--- config.mk ---
export PLATFORM = sky130hd
export DESIGN_NAME = mem_bist_sequencer_flat
export DESIGN_NICKNAME = d
export VERILOG_FILES = /design/src/rtl/mem_bist_sequencer_if.sv /design/src/rtl/mem_bist_sequencer.sv /design/src/flat_wrapper.sv
export SDC_FILE = /design/constraint.sdc
export NUM_CORES = 1
export LEC_CHECK = 0
export ABC_AREA = 1
export BUFFER_PORTS_ARGS = -buffer_cell sky130_fd_sc_hd__buf_2
export CAP_MARGIN = 10
export CELL_PAD_IN_SITES_DETAIL_PLACEMENT = 0
export CELL_PAD_IN_SITES_GLOBAL_PLACEMENT = 2
export CORE_MARGIN = 2
export CORE_UTILIZATION = 34
export CTS_CLUSTER_DIAMETER = 60
export DETAILED_ROUTE_END_ITERATION = 12
export GPL_ROUTABILITY_DRIVEN = 0
export PLACE_DENSITY = 0.88
export SYNTH_ARGS = -nofsm -noshare
export SYNTH_HDL_FRONTEND = slang
export SYNTH_SLANG_ARGS = --single-unit
--- constraint.sdc ---
create_clock -name i_clk -period 3.2 [get_ports i_clk]
set_input_delay 0.64 -clock i_clk [delete_from_list [all_inputs] [get_ports i_clk]]
set_output_delay 0.64 -clock i_clk [all_outputs]
set_load 0.005 [all_outputs]
--- src/rtl/mem_bist_sequencer_if.sv ---
// RAM-side bus of the BIST sequencer: write data, address and write enable
// driven by the controller, read data returned by the single-port RAM.
interface mem_bist_sequencer_if #(
  parameter int DATA_WIDTH = 8,
  parameter int ADDR_WIDTH = 6
);
  logic [DATA_WIDTH-1:0] mem_data;
  logic [ADDR_WIDTH-1:0] mem_addr;
  logic                  mem_we;
  logic [DATA_WIDTH-1:0] mem_q;

  // Controller side: owns data/addr/we, observes q.
  modport master (
    output mem_data,
    output mem_addr,
    output mem_we,
    input  mem_q
  );

  // RAM side: consumes data/addr/we, returns q.
  modport slave (
    input  mem_data,
    input  mem_addr,
    input  mem_we,
    output mem_q
  );
endinterface

--- src/rtl/mem_bist_sequencer.sv ---
// Memory BIST sequencer: on start, writes seed^addr to every location of a
// single-port synchronous RAM, reads everything back, and reports the number
// of mismatches and the first failing address.
module mem_bist_sequencer #(
  parameter int DATA_WIDTH = 8,
  parameter int ADDR_WIDTH = 6,
  parameter int DEPTH      = 64
) (
  input  logic                  i_clk,
  input  logic                  i_rst_n,
  input  logic                  i_start,
  input  logic [DATA_WIDTH-1:0] i_seed,
  mem_bist_sequencer_if.master  bus,
  output logic                  o_busy,
  output logic                  o_done,
  output logic                  o_pass,
  output logic [ADDR_WIDTH:0]   o_err_count,
  output logic [ADDR_WIDTH-1:0] o_first_err_addr
);

  typedef enum logic [2:0] {
    S_IDLE,
    S_WRITE,
    S_READ,
    S_DRAIN,
    S_DONE
  } state_t;

  // Highest address exercised; both WRITE and READ stop after issuing it.
  localparam logic [ADDR_WIDTH-1:0] LAST_ADDR = ADDR_WIDTH'(DEPTH - 1);

  // Expected pattern: seed XOR address, address zero-extended or truncated
  // to the data width.
  function automatic logic [DATA_WIDTH-1:0] f_pattern(
    input logic [DATA_WIDTH-1:0] seed,
    input logic [ADDR_WIDTH-1:0] addr
  );
    return seed ^ DATA_WIDTH'(addr);
  endfunction

  state_t                r_state;
  logic [DATA_WIDTH-1:0] r_seed;
  logic [ADDR_WIDTH-1:0] r_cnt;
  logic [ADDR_WIDTH-1:0] r_cmp_addr;
  logic                  r_cmp_valid;
  logic                  r_we;
  logic [ADDR_WIDTH-1:0] r_addr;
  logic [DATA_WIDTH-1:0] r_data;
  logic                  r_busy;
  logic                  r_done;
  logic                  r_pass;
  logic [ADDR_WIDTH:0]   r_err_count;
  logic [ADDR_WIDTH-1:0] r_first_err_addr;

  logic                  w_last;
  logic [ADDR_WIDTH-1:0] w_cnt_inc;
  logic [DATA_WIDTH-1:0] w_cmp_exp;
  logic                  w_mismatch;
  logic [ADDR_WIDTH:0]   w_err_count_next;
  logic [ADDR_WIDTH-1:0] w_first_err_next;

  assign w_last    = (r_cnt == LAST_ADDR);
  assign w_cnt_inc = r_cnt + ADDR_WIDTH'(1);

  // The compare stage lags the issued read address by one cycle: q for the
  // address issued in cycle t is on the bus during cycle t+1.
  assign w_cmp_exp        = f_pattern(r_seed, r_cmp_addr);
  assign w_mismatch       = r_cmp_valid && (bus.mem_q != w_cmp_exp);
  assign w_err_count_next = r_err_count + (ADDR_WIDTH + 1)'(w_mismatch);
  assign w_first_err_next = (w_mismatch && (r_err_count == '0)) ? r_cmp_addr
                                                                : r_first_err_addr;

  // Sequencer FSM with all RAM-side and status outputs registered.
  always_ff @(posedge i_clk or negedge i_rst_n) begin
    if (!i_rst_n) begin
      r_state          <= S_IDLE;
      r_seed           <= '0;
      r_cnt            <= '0;
      r_cmp_addr       <= '0;
      r_cmp_valid      <= 1'b0;
      r_we             <= 1'b0;
      r_addr           <= '0;
      r_data           <= '0;
      r_busy           <= 1'b0;
      r_done           <= 1'b0;
      r_pass           <= 1'b0;
      r_err_count      <= '0;
      r_first_err_addr <= '0;
    end else begin
      case (r_state)
        S_IDLE: begin
          r_done <= 1'b0;
          if (i_start) begin
            // New run: latch the seed, drop the previous results and put
            // the first write (address 0) on the bus right away.
            r_state          <= S_WRITE;
            r_seed           <= i_seed;
            r_err_count      <= '0;
            r_first_err_addr <= '0;
            r_pass           <= 1'b0;
            r_cnt            <= '0;
            r_cmp_valid      <= 1'b0;
            r_we             <= 1'b1;
            r_addr           <= '0;
            r_data           <= f_pattern(i_seed, '0);
            r_busy           <= 1'b1;
          end
        end

        S_WRITE: begin
          if (w_last) begin
            // First read of address 0 follows the last write directly.
            r_state <= S_READ;
            r_cnt   <= '0;
            r_we    <= 1'b0;
            r_addr  <= '0;
            r_data  <= '0;
          end else begin
            r_cnt  <= w_cnt_inc;
            r_addr <= w_cnt_inc;
            r_data <= f_pattern(r_seed, w_cnt_inc);
          end
        end

        S_READ: begin
          // Retire the compare of the previous read, queue the current one.
          r_err_count      <= w_err_count_next;
          r_first_err_addr <= w_first_err_next;
          r_cmp_valid      <= 1'b1;
          r_cmp_addr       <= r_cnt;
          if (w_last) begin
            r_state <= S_DRAIN;
          end else begin
            r_cnt  <= w_cnt_inc;
            r_addr <= w_cnt_inc;
          end
        end

        S_DRAIN: begin
          // Final compare (last address); pass must include its outcome.
          r_err_count      <= w_err_count_next;
          r_first_err_addr <= w_first_err_next;
          r_pass           <= (w_err_count_next == '0);
          r_cmp_valid      <= 1'b0;
          r_done           <= 1'b1;
          r_busy           <= 1'b0;
          r_state          <= S_DONE;
        end

        S_DONE: begin
          // Always pass through IDLE before another run can start.
          r_done  <= 1'b0;
          r_state <= S_IDLE;
        end

        default: begin
          r_state <= S_IDLE;
        end
      endcase
    end
  end

  assign bus.mem_we   = r_we;
  assign bus.mem_addr = r_addr;
  assign bus.mem_data = r_data;

  assign o_busy           = r_busy;
  assign o_done           = r_done;
  assign o_pass           = r_pass;
  assign o_err_count      = r_err_count;
  assign o_first_err_addr = r_first_err_addr;

endmodule

--- src/flat_wrapper.sv ---
// flat-port wrapper written by rule: the top's interface ports become plain ports
module mem_bist_sequencer_flat 
#(
  parameter int DATA_WIDTH = 8,
  parameter int ADDR_WIDTH = 6,
  parameter int DEPTH      = 64
)
  (i_clk, i_rst_n, i_start, i_seed, o_busy, o_done, o_pass, o_err_count, o_first_err_addr, bus_mem_data, bus_mem_addr, bus_mem_we, bus_mem_q);
  mem_bist_sequencer_if #(.DATA_WIDTH(DATA_WIDTH), .ADDR_WIDTH(ADDR_WIDTH)) bus_i ();
  input  logic i_clk;
  input  logic i_rst_n;
  input  logic i_start;
  input  logic [DATA_WIDTH-1:0] i_seed;
  output logic o_busy;
  output logic o_done;
  output logic o_pass;
  output logic [ADDR_WIDTH:0] o_err_count;
  output logic [ADDR_WIDTH-1:0] o_first_err_addr;
  output wire logic [$bits(bus_i.mem_data)-1:0] bus_mem_data;
  output wire logic [$bits(bus_i.mem_addr)-1:0] bus_mem_addr;
  output wire logic [$bits(bus_i.mem_we)-1:0] bus_mem_we;
  input wire logic [$bits(bus_i.mem_q)-1:0] bus_mem_q;
  assign bus_mem_data = bus_i.mem_data;
  assign bus_mem_addr = bus_i.mem_addr;
  assign bus_mem_we = bus_i.mem_we;
  assign bus_i.mem_q = bus_mem_q;
  mem_bist_sequencer #(.DATA_WIDTH(DATA_WIDTH), .ADDR_WIDTH(ADDR_WIDTH), .DEPTH(DEPTH)) u_core (.i_clk(i_clk), .i_rst_n(i_rst_n), .i_start(i_start), .i_seed(i_seed), .bus(bus_i), .o_busy(o_busy), .o_done(o_done), .o_pass(o_pass), .o_err_count(o_err_count), .o_first_err_addr(o_first_err_addr));
endmodule
==> results of run 1 <==
final cells by class:
type | instances | area share, %
clock inverters | 1 | 0.174
flip-flops and latches | 49 | 42.6
repair buffers | 50 | 8.78
clock buffers | 5 | 2.39
inverters | 48 | 6.26
multi-input cells | 205 | 35.6
well taps | 96 | 4.17
report_power, final:
group          leakage [nW]  total [W]  internal (W)  switching (W)
registers             0.633   0.000995      0.000829       0.000165
logic                 0.805    0.00118      0.000413       0.000769
clock network        0.0399   0.000338      0.000144       0.000193
total                  1.48    0.00251       0.00139        0.00113
critical path, stage by stage (launching register included):
cell and delay, ps:
sky130_fd_sc_hd__dfrtp_1 390, sky130_fd_sc_hd__inv_1 110, sky130_fd_sc_hd__nand2_1 90, sky130_fd_sc_hd__nand2_1 60, sky130_fd_sc_hd__nand2_1 40, sky130_fd_sc_hd__nand2_1 60, sky130_fd_sc_hd__nor2_1 50, sky130_fd_sc_hd__a31oi_1 220
sky130_fd_sc_hd__ha_1 210, sky130_fd_sc_hd__ha_1 180, sky130_fd_sc_hd__nand3_1 130, sky130_fd_sc_hd__nor3_1 190, sky130_fd_sc_hd__xor2_1 160, sky130_fd_sc_hd__inv_1 70, sky130_fd_sc_hd__nand3_1 80, sky130_fd_sc_hd__nand2_1 50
cells in the final DEF, fill, tap and decap left out:
cell                       count
sky130_fd_sc_hd__buf_2        49
sky130_fd_sc_hd__nor3_1        2
sky130_fd_sc_hd__o21ai_0      17
sky130_fd_sc_hd__nand2_1      85
sky130_fd_sc_hd__nand2_2       2
sky130_fd_sc_hd__a21boi_1      1
sky130_fd_sc_hd__nor2_1       19
sky130_fd_sc_hd__inv_1        32
sky130_fd_sc_hd__o22ai_1       6
sky130_fd_sc_hd__nand4_1       4
sky130_fd_sc_hd__dfrtp_1      49
sky130_fd_sc_hd__o311ai_1      1
sky130_fd_sc_hd__a21oi_1       3
sky130_fd_sc_hd__o31ai_1       1
sky130_fd_sc_hd__clkbuf_8      5
sky130_fd_sc_hd__ha_1          3
sky130_fd_sc_hd__o211ai_2      1
sky130_fd_sc_hd__nor4_1        1
sky130_fd_sc_hd__o21ai_1      11
sky130_fd_sc_hd__nand3b_1      1
sky130_fd_sc_hd__o211ai_1      5
sky130_fd_sc_hd__o21ai_2       1
sky130_fd_sc_hd__xor2_1        8
sky130_fd_sc_hd__nand3_1      22
sky130_fd_sc_hd__buf_4         1
sky130_fd_sc_hd__inv_2        16
sky130_fd_sc_hd__nor2_2        6
sky130_fd_sc_hd__a31oi_1       1
sky130_fd_sc_hd__clkinv_2      1
sky130_fd_sc_hd__xnor2_1       3
sky130_fd_sc_hd__nor3_2        1
worst paths after layout:
| path | start | to | cells past startpoint | slack, ps |
|---|---|---|---|---|
| min in group i_clk | u_core.o_first_err_addr[1]$_DFFE_PN0P_ | u_core.o_first_err_addr[1]$_DFFE_PN0P_ | 2 | 470 |
| setup / recovery | u_core.r_cmp_addr[3]$_DFFE_PN0P_ | u_core.o_pass$_DFFE_PN0P_ | 15 | 1010 |
| setup reg to reg | u_core.r_cmp_addr[3]$_DFFE_PN0P_ | u_core.o_pass$_DFFE_PN0P_ | 15 | 1010 |
| hold / removal | i_rst_n | u_core.bus.mem_data[0]$_DFFE_PN0P_ | 1 | 360 |
| hold reg to reg | u_core.o_first_err_addr[1]$_DFFE_PN0P_ | u_core.o_first_err_addr[1]$_DFFE_PN0P_ | 2 | 470 |
| max in group asynchronous | i_rst_n | u_core.o_err_count[0]$_DFFE_PN0P_ | 2 | 2090 |
flip-flops by register name (all words and copies together), names as in the netlist:
name                     cells
u_core.o_done                1
u_core.r_cnt                 6
u_core.o_first_err_addr      6
u_core.r_cmp_valid           1
u_core.bus.mem_data          8
u_core.o_err_count           7
u_core.r_cmp_addr            6
u_core.o_pass                1
u_core.r_seed                8
u_core.r_state               3
u_core.bus.mem_we            1
u_core.o_busy                1
layer usage:
layer	vias up	track usage [%]	share of wire [%]
li1	1089	-	-
met1	984	23.6	50
met2	33	27.3	46
met3	7	2.86	2.5
met4	0	3.66	1.2
met5	-	0	0
logic make-up after synthesis:
logic type                 after synthesis
and+or+nand+nor                        143
xor gates and xnor gates                11
adders and majority gates                3
AOI/OAI and AO/OA                       48
buffers and inverters                   52
DFF                                     49
per-stage QoR:
stage               std cells  utilization (%)  area (sq um)  worst slack [ps]  hold slack, ps
floorplan                 306                -          2450              1100             344
global placement          448             40.6          2800               750             453
detailed placement        448             40.6          2800               721             454
CTS                       454             41.7          2880               978             383
global route              454             41.7          2880               687             397
finish                    454             41.7          2880              1010             362
==> results.toml, run 1 <==
[run_status]
status = "complete, no violations"

[synth]
synthesis.nets = 328
number_of_enable_type_register_cells_in_the_synthesized_netlist = 0
synth.largest_area_cell = "sky130_fd_sc_hd__dfrtp_1"
main_combinational_cell_family_by_area_after_synthesis = "simple AND/OR/NAND/NOR gates"
synth_adder_area_share_pct = 1.53
synthesis.area_per_instance_sq_um = 8.02
post_synth_inst_count = 306
postSynth.topFlopCell = "sky130_fd_sc_hd__dfrtp_1"
ys_seq_area_share_pct = 49.9
mux_contribution_to_synthesized_area_pct = 0
synth_warnings = 0
synth_compound_area_share_pct = 11.5
synth.top_cell.area_share_pct = 49.9
synth.area.top_cells = "sky130_fd_sc_hd__dfrtp_1 50%, sky130_fd_sc_hd__nand2_1 13%, sky130_fd_sc_hd__inv_1 4.9%"
synth_area_sq_mm = 0.00245
yosys.cell_count.top_type = "sky130_fd_sc_hd__nand2_1"
count_of_state_elements_after_synthesis = 49
synth_cell_types = 30
synth-xor-area-share_pct = 3.92
synthTopCellsByCount = "85 x sky130_fd_sc_hd__nand2_1, 49 x sky130_fd_sc_hd__dfrtp_1, 32 x sky130_fd_sc_hd__inv_1"
ffs_w_async_s_r_synth_pct = 100
synth-simple-area-share_pct = 24.8

[clocking]
clock_tree.buffer_depth = 2
cts.sink_count = 49
cts.htree.levels = 2
post_cts_sizing = 0
cts.reportedPaths.clkPinSlew_ps = 80
numCtsBuffers = 5
clkLatencyLatePin_ps = 290
clk_root_buffer_cell = "sky130_fd_sc_hd__clkbuf_8"
cts.hold.buffers_added = 0
post_cts.repair.setup_buffers = 0
tritoncts = "done"

[global_routing]
antenna_found_initial = 0
globalRouteTotalUtil_pct = 16.7
grt_pass1_wl_microns = 10200
grt_max_degree = 28
via_count_of_the_first_global_routing_pass = 2118
aggregate_global_routing_overflow = 0

[routing]
avgViaCountPerCell = 4.65
detailedRoute.firstPassIterationCount = 4
drc = 0
finalWirelength_microns = 6050
drt.antenna.violating_nets = 0
wl_per_cell_microns = 13.3
route.vias.total = 2113
dr.first_iter.drc_count = 92

[cells_and_area]
sequential_cell_area_sq_mm = 0.00123
drive_gt1_share_pct = 23.2
multi_input_comb_area_sq_mm = 0.00102
area_delta_synth_final_pct = 17.2
fillers = 780
insertedDiodeCount = 0
fin_nets = 381

[power_and_ir_drop]
vdd_drop_max_v = 0.000374
finalPower_w = 0.00251
power.density_cell_area_mw_per_mm2 = 874
static-leakage-power_nw = 1.48

[sta]
timing.final.crit_period_ps = 2190
timing.final.hold_violations = 0
slew_violations = 0
worst_slew_pin_slew_ps = 644
setup_viol = 0
slew_headroom_pct = 57.0
skew_ps = 3.93
maxClockFrequency_ghz = 0.456
fin_tns_setup_ps = 0
final_min_period_over_clock_period_pct = 68.6
unrepaired_setup_endpoints_after_global_routing = "false"

[floorplanning]
fp.dieArea_sq_mm = 0.00792
core_sq_mm = 0.00691
placementRows = 30
die_w_microns = 89.0
starting_density_of_the_core_pct = 35.5
pin_count = 50
die-height_microns = 89.0

[worst_setup_path]
crit_arrival_ps = 2390
timing_worst_setup_path_type = "flop to flop"
cp_max_fo = 3
worst_setup_path_start_kind = "flop"
worstSetupEndpointType = "flop"
critPathRequiredTime_ps = 3390

[worst_hold_path]
hold_class = "primary input to async pin"

[job]
max_cap_viol_count = 0

[placed_design]
numPortBuffers = 49
hpwlAfterDp_microns = 4580
No activity file was read; power rests on OpenSTA's default activity.
==> inputs of run 2 (changes only) <==
- ABC_AREA: 1 -> 0
- PLACE_DENSITY: 0.88 -> 0.82
- clock period: 3.2 -> 2.3 ns (I/O delays scaled with it)
==> run 2 against run 1 <==
The run now ends with setup timing left. Clock-buffer cell count rose by 1. Sequential power is 31% higher. Clock skew grew 7.2 ps. Core utilization is 3.4 points higher. Synthesized cell count shrank 20%. Cell area grew 12%. Critical path type unchanged. Critical endpoint unchanged. Largest power group is now sequential cells.
==> results.toml, run 2 <==
[run_status]
status = "finished, violations left"
violations = "setup timing"

[global_routing]
via_count_of_the_first_global_routing_pass = 2081
grt_max_degree = 27
antenna_found_initial = 0
globalRouteTotalUtil_pct = 16.1
aggregate_global_routing_overflow = 0
grt_pass1_wl_microns = 10600

[worst_setup_path]
cp_cell_sequence = "xnor2_2 > xnor2_2 > nor4b_4 > and2b_2 > ha_4 > ha_4 > nand2_2 > buf_6 > xor2_1 > a31oi_1 > o31ai_2"
cp_max_fo = 4
critPathRequiredTime_ps = 2520
timing_worst_setup_path_type = "flop to flop"
path_buf_inv = 1
cpMaxStageDelayCell = "sky130_fd_sc_hd__dfrtp_1"
crit_arrival_ps = 2650
worstSetupEndpointType = "flop"
critPathMaxStageDelay_ps = 430
worst_setup_path_start_kind = "flop"
cpLargestDelayFamily = "simple AND/OR/NAND/NOR gates"

[sta]
worst_slew_pin_slew_ps = 606
setup_slack_ps = -132
timing.final.hold_violations = 0
maxClockFrequency_ghz = 0.411
fin_tns_setup_ps = -132
slew_violations = 0
unrepaired_setup_endpoints_after_global_routing = "true"
final_min_period_over_clock_period_pct = 106
final.hold.worst_slack_ps = 149
slew_headroom_pct = 59.6
skew_ps = 11.1
timing.final.crit_period_ps = 2430
setup_viol = 1

[floorplanning]
fp.dieArea_sq_mm = 0.00807
placementRows = 31
die-height_microns = 89.8
core_sq_mm = 0.00718
starting_density_of_the_core_pct = 34.9
die_w_microns = 89.8
pin_count = 50

[synth]
synth_area_sq_mm = 0.00250
ys_seq_area_share_pct = 49.0
synth.top_cell.area_share_pct = 49.0
synthesis.area_per_instance_sq_um = 10.3
ffs_w_async_s_r_synth_pct = 100
synth.area.top_cells = "sky130_fd_sc_hd__dfrtp_1 49%, sky130_fd_sc_hd__nand2_1 6.1%, sky130_fd_sc_hd__xnor2_1 4.2%"
yosys.cell_count.top_type = "sky130_fd_sc_hd__dfrtp_1"
synth.largest_area_cell = "sky130_fd_sc_hd__dfrtp_1"
synthTopCellsByCount = "49 x sky130_fd_sc_hd__dfrtp_1, 41 x sky130_fd_sc_hd__nand2_1, 20 x sky130_fd_sc_hd__o21ai_0"
count_of_state_elements_after_synthesis = 49
post_synth_inst_count = 244
synth_warnings = 0
synthesis.nets = 266
postSynth.topFlopCell = "sky130_fd_sc_hd__dfrtp_1"
synth_cell_types = 38
number_of_enable_type_register_cells_in_the_synthesized_netlist = 0

[placed_design]
hpwlAfterDp_microns = 4480
numPortBuffers = 49
placedInstanceArea_sq_mm = 0.00307

[clocking]
numCtsBuffers = 5
clkLatencyLatePin_ps = 310
cts.sink_count = 49
cts.reportedPaths.clkPinSlew_ps = 100
clk_root_buffer_cell = "sky130_fd_sc_hd__clkbuf_8"
tritoncts = "done"
cts.hold.buffers_added = 0
cts.htree.levels = 2
clock_tree.buffer_depth = 2

[routing]
wl_per_cell_microns = 14.8
finalWirelength_microns = 6220
avgViaCountPerCell = 4.92
drc = 0
detailedRoute.firstPassIterationCount = 4
drt.antenna.violating_nets = 0
dr.first_iter.drc_count = 81
route.vias.total = 2072

[cells_and_area]
finish.utilization_pct = 45.0
layout.cells.most_common_list = "49 x sky130_fd_sc_hd__buf_2, 49 x sky130_fd_sc_hd__dfrtp_1, 40 x sky130_fd_sc_hd__nand2_1"
drive_gt1_share_pct = 34.8
insertedDiodeCount = 0
fin_nets = 343
stdcell_area_sq_mm = 0.00323
area_delta_synth_final_pct = 29.1

[power_and_ir_drop]
power.density_cell_area_mw_per_mm2 = 916
vdd_drop_max_v = 0.000434
finalPower_w = 0.00296
static-leakage-power_nw = 1.60

[job]
max_cap_viol_count = 0

[worst_hold_path]
hold_class = "primary input to async pin"
==> run 2: changes by cell type after synthesis, sizes merged, moves of 6 or more <==
cell	before	now
o21ai	29	20
nand3	22	16
a22o	0	9
nor2	25	13
inv	48	4
xnor2	3	12
nand2	87	41
a21boi	1	8
mux2	0	7
==> run 2: cells by family after synthesis <==
group	synth area share (%)
DFF	49.0
buffers and inverters	2.20
xor gates and xnor gates	9.55
muxes	3.15
adders and majority gates	1.50
AOI/OAI and AO/OA	15.6
and+or+nand+nor	19.0
==> run 2: worst paths after layout <==
check / startpoint / slack [ps] / end / cells past startpoint
max reg2reg: u_core.r_seed[0]$_DFFE_PN0P_ / -130 / u_core.o_pass$_DFFE_PN0P_ / 11
min reg2reg: u_core.bus.mem_we$_DFFE_PN0P_ / 490 / u_core.bus.mem_we$_DFFE_PN0P_ / 1
min: i_rst_n / 150 / u_core.r_state[1]$_DFFE_PN0P_ / 1
max: u_core.r_seed[0]$_DFFE_PN0P_ / -130 / u_core.o_pass$_DFFE_PN0P_ / 11
max in group asynchronous: i_rst_n / 1600 / u_core.bus.mem_data[3]$_DFFE_PN0P_ / 2
min in group i_clk: i_seed[7] / 350 / u_core.r_seed[7]$_DFFE_PN0P_ / 3
==> run 2: metal layers <==
metal	part of all wire, %	track usage (%)	vias up
met5	0	0	-
met4	1.0	3.59	0
met3	3.9	3.02	6
met2	46	25.9	55
met1	48	22.8	1001
li1	-	-	1010
==> run 2: final cells by class <==
class	instances	area [sq um]
fillers	724	3940
multi-input cells	182	1290
flip-flops and latches	49	1230
repair buffers	79	490
well taps	99	124
clock buffers	6	72.6
inverters	4	15.0
clock inverters	2	10.0
==> run 2: per-stage QoR <==
step / instances / setup WS, ps
after floorplan: 244 / -124
after global placement: 409 / -307
after detailed placement: 409 / -355
after CTS: 417 / -154
after global routing: 421 / -266
final: 421 / -132
==> run 2: report_power, final <==
part	switching (W)	internal, W	leakage [nW]	total [W]
registers	0.000225	0.00108	0.632	0.00130
logic	0.000501	0.000649	0.927	0.00115
clock network	0.000295	0.000212	0.0450	0.000507
==> run 2: what timing repair did <==
action	in CTS	in global routing
pin swaps	9	0
resized for setup	4	14
endpoints found under the setup margin	3	4
setup buffers	0	4
==> run 2: worst reg2reg max path, cell delays in order, from the launching register on <==
cell and delay, ps:
sky130_fd_sc_hd__dfrtp_1 430, sky130_fd_sc_hd__xnor2_2 260, sky130_fd_sc_hd__xnor2_2 130, sky130_fd_sc_hd__nor4b_4 290, sky130_fd_sc_hd__and2b_2 260, sky130_fd_sc_hd__ha_4 170, sky130_fd_sc_hd__ha_4 170, sky130_fd_sc_hd__nand2_2 80
sky130_fd_sc_hd__buf_6 100, sky130_fd_sc_hd__xor2_1 140, sky130_fd_sc_hd__a31oi_1 100, sky130_fd_sc_hd__o31ai_2 230
